$ cat config.mk
export PLATFORM = sky130hd
export DESIGN_NAME = write_wptr_addr_full
export DESIGN_NICKNAME = d
export VERILOG_FILES = /design/src/rtl/write_wptr_addr_full.sv
export SDC_FILE = /design/constraint.sdc
export NUM_CORES = 1
export LEC_CHECK = 0
export BUFFER_PORTS_ARGS = -buffer_cell sky130_fd_sc_hd__buf_2
export CAP_MARGIN = 20
export CORE_MARGIN = 2
export CORE_UTILIZATION = 53
export DETAILED_ROUTE_END_ITERATION = 10
export GPL_TIMING_DRIVEN = 0
export PLACE_DENSITY = 0.82
export SYNTH_ARGS = -nofsm -noshare
export SYNTH_HDL_FRONTEND = slang
export SYNTH_SLANG_ARGS = --single-unit
$ cat constraint.sdc
create_clock -name CLK_WRITE -period 3.8 [get_ports CLK_WRITE]
set_input_delay 0.19 -clock CLK_WRITE [delete_from_list [all_inputs] [get_ports CLK_WRITE]]
set_output_delay 0.19 -clock CLK_WRITE [all_outputs]
set_load 0.02 [all_outputs]
$ cat src/rtl/write_wptr_addr_full.sv
// Write-side pointer stage of the async FIFO: binary/Gray write pointer,
// full and almost-full detection against the synchronised read pointer, fill count and sticky overflow.
module write_wptr_addr_full #(
  parameter int ADDR_WIDTH = 5,
  parameter int AF_LEVEL   = 28
) (
  input  logic                  CLK_WRITE,
  input  logic                  W_RST,
  input  logic                  W_EN,
  input  logic [ADDR_WIDTH:0]   rptr_RD_SYN,
  output logic [ADDR_WIDTH:0]   ADDR_W,
  output logic [ADDR_WIDTH:0]   wptr_W,
  output logic                  W_INC,
  output logic                  FULL_FLAG,
  output logic                  ALMOST_FULL,
  output logic [ADDR_WIDTH:0]   W_COUNT,
  output logic                  OVERFLOW
);

  localparam logic [ADDR_WIDTH:0] AF_THR = (ADDR_WIDTH+1)'(AF_LEVEL);
  localparam logic [ADDR_WIDTH:0] ONE    = {{ADDR_WIDTH{1'b0}}, 1'b1};

  logic [ADDR_WIDTH:0] addr_rd;
  logic [ADDR_WIDTH:0] addr_q;
  logic [ADDR_WIDTH:0] wptr_q;
  logic [ADDR_WIDTH:0] addr_next;
  logic [ADDR_WIDTH:0] wptr_next;
  logic [ADDR_WIDTH:0] count_raw;
  logic                full_raw;
  logic                overflow_q;

  // Gray to binary: each bit is the XOR of all Gray bits at or above it.
  always_comb begin
    addr_rd = '0;
    addr_rd[ADDR_WIDTH] = rptr_RD_SYN[ADDR_WIDTH];
    for (int i = ADDR_WIDTH - 1; i >= 0; i--) begin
      addr_rd[i] = addr_rd[i+1] ^ rptr_RD_SYN[i];
    end
  end

  assign full_raw  = (addr_q[ADDR_WIDTH] != addr_rd[ADDR_WIDTH]) &&
                     (addr_q[ADDR_WIDTH-1:0] == addr_rd[ADDR_WIDTH-1:0]);
  assign count_raw = addr_q - addr_rd;

  // Status outputs are held low for the whole time reset is asserted.
  assign FULL_FLAG   = W_RST & full_raw;
  assign W_INC       = W_RST & W_EN & ~full_raw;
  assign W_COUNT     = W_RST ? count_raw : '0;
  assign ALMOST_FULL = W_RST & (count_raw >= AF_THR);

  assign addr_next = addr_q + ONE;
  assign wptr_next = addr_next ^ (addr_next >> 1);

  always_ff @(posedge CLK_WRITE or negedge W_RST) begin
    if (!W_RST) begin
      addr_q     <= '0;
      wptr_q     <= '0;
      overflow_q <= 1'b0;
    end else begin
      if (W_INC) begin
        addr_q <= addr_next;
        wptr_q <= wptr_next;
      end
      if (W_EN && full_raw) begin
        overflow_q <= 1'b1;
      end
    end
  end

  assign ADDR_W   = addr_q;
  assign wptr_W   = wptr_q;
  assign OVERFLOW = overflow_q;

endmodule
==> reports/qor.yml <==
clock_tree:
  cts_buffer_depth: 2
  numCtsBuffers: 3
  clk_latency_ns: 0.27
  clock_sinks: 12
  ctsResizeCount: 0
  cts.clk_slew.worst_paths_ns: 0.07
  cts_root_buf: "clkbuf_4"
  cts_tree: "yes"
  cts_max_level: 1
critical_path:
  critPathMaxFanout: 3
  crit_arrival_ns: 2.96
  worstPathRequired_ns: 3.61
  critPathCaptureType: "output port"
  worstSetupStartpointType: "input pin"
  critPathKind: "input pin to output port"
timing:
  timing.fmax_mhz: 318
  slew_headroom_pct: 74.9
  tightest_slew_ns: 0.376
  post-route-period-util_pct: 82.8
  hold_ws_ns: 0.147
  period_minus_slack_ns: 3.15
  rsz0062_at_grt: "false"
  clock_skew_ns: 0.00476
  fin_setup_tns_ns: 0
  finalHoldViolCount: 0
  setup_viol: 0
  final-max-slew-violation-count: 0
  setup_ws_ns: 0.653
synth:
  syn-cell-area_um2: 916
  ys_seq_area_share_pct: 32.8
  syn_nets: 113
  async_flop_share_pct: 100
  syn_area_per_cell_um2: 9.44
  yosysWarnings: 0
  synth_edf_count: 0
  synthFlopType: "dfrtp_1"
  synth_cells: 97
  yosys.area.top_type: "dfrtp_1"
  yosysUniqueCellTypes: 27
  synth.top_cell.area_share_pct: 32.8
  synth_top_cells_by_area: "dfrtp_1 (33%), xnor2_1 (12%), ha_1 (8.2%)"
  ys_ff_latch: 12
run:
  maxCapViolCount: 0
routing:
  dr.pass1.iters: 4
  ant_nets: 0
  vias: 738
  drc: 0
  wl_per_cell_um: 12.0
  vias_per_cell: 4.99
  wl_mm: 1.77
  drt-initial-drc-count: 5
global_route:
  antenna_found_initial: 0
  grt-ovfl-total: 0
  grt_pass1_wl_mm: 2.86
  grt_max_degree: 22
  grtUsageMet3_pct: 5.95
  grt-busiest-layer: "met2"
  grt_usage_pct: 19.1
  gr-usage-met2_pct: 31.5
  grt_pass1_vias: 697
  use_met1_pct: 23.9
place:
  globalplace.congestion: 0.818
  io_buffers: 30
  pre_cts_ws_ns: 0.616
  post-dp-hpwl_mm: 1.42
floorplanning:
  dieWidth_um: 45.6
  die_y_um: 45.6
  io_pins: 31
  core_area_um2: 1670
  std_cell_rows: 15
  start_util_pct: 54.8
  die_area_um2: 2080
final_layout:
  nNetsFinal: 149
  syn_to_final_growth_pct: 22.3
  antenna_cells: 0
  drive_gt1_share_pct: 29.8
  layout_common_cells: "buf_2 (31), nand2_1 (15), xnor2_1 (13)"
  final_core_util_pct: 67.0
  layout_commonest_cell: "buf_2"
hold_path:
  hp-class: "input pin to register"
run_status:
  outcome: "finished clean"
power_and_ir_drop:
  leakage_uw: 0.000582
  powerDensity_nw_per_um2: 951
  vdd_ir_drop_max_v: 0.000588
[what timing repair did]
item / 4_1_cts / 5_1_grt
hold buffers: 1 / 0
endpoints found under the hold margin: 12 / 0
buffers inserted: 0 / 0
[cell usage after synthesis, types with 2 or more instances]
library cell and n:
a21o_1 4, a21oi_1 2, a31oi_1 2, and2_1 6, clkbuf_1 3, dfrtp_1 12, ha_1 6, inv_1 3
nand2_1 15, nand3_1 3, nor3_1 2, o21ai_0 5, xnor2_1 13, xor2_1 6, xor2_2 3
[sequential cells by signal, indices dropped and copies added, names as in the netlist]
| register | count |
|---|---|
| OVERFLOW | 1 |
| ADDR_W | 5 |
| wptr_W | 6 |
[worst max-delay path, cell delays in order]
cell and delay, ns:
buf_2 0.11, xnor2_2 0.22, xor2_2 0.22, xor2_2 0.24
xor2_2 0.25, xnor2_1 0.15, ha_1 0.16, inv_1 0.06
fa_1 0.40, a21o_1 0.19, a21oi_1 0.16, xnor2_1 0.07
and2_1 0.16, a32o_1 0.21, buf_2 0.15
[per-stage QoR]
stage	cells	cell area (um^2)	power (uW)
2_1_floorplan	97	916	805
3_3_place_gp	144	1090	971
3_5_place_dp	144	1090	996
4_1_cts	148	1120	1080
5_1_grt	148	1120	1170
6_report	148	1120	1070
[power breakdown]
part           switching [uW]  internal [uW]
Combinational             431            316
Clock                    40.7           36.7
Sequential               55.3            186
[per-layer routing]
layer / up-vias / routed length [um]
met1: 334 / 787
met2: 15 / 892
met5: - / 0
li1: 387 / -
met4: 0 / 14
met3: 2 / 77
[worst paths after layout]
path / cells past startpoint / slack [ns] / end / start
setup / recovery: 15 / 0.65 / ALMOST_FULL / rptr_RD_SYN[4]
hold / removal: 2 / 0.15 / OVERFLOW$_DFFE_PN0P_ / W_EN
setup reg to reg: 7 / 1.79 / ADDR_W[4]$_DFFE_PN0P_ / ADDR_W[4]$_DFFE_PN0P_
hold reg to reg: 1 / 0.46 / OVERFLOW$_DFFE_PN0P_ / OVERFLOW$_DFFE_PN0P_
max in group asynchronous: 2 / 3.17 / ADDR_W[4]$_DFFE_PN0P_ / W_RST
min in group asynchronous: 2 / 0.36 / wptr_W[3]$_DFFE_PN0P_ / W_RST
[cell type report]
type,instances,area (um^2)
Buffer,5,23.8
Clock buffer,3,22.5
Fill cell,148,551
Inverter,3,11.3
Multi-Input combinational cell,77,581
Sequential cell,12,300
Tap cell,17,21.3
Timing Repair Buffer,31,160
[logic make-up after synthesis]
family / share of synthesized area, %
buffers and inverters: 3.82
adders and majority gates: 10.4
muxes: 1.09
AOI/OAI and AO/OA: 10.5
DFF: 32.8
xor gates and xnor gates: 25.3
and+or+nand+nor: 16.1
No activity file was read; power rests on OpenSTA's default activity.
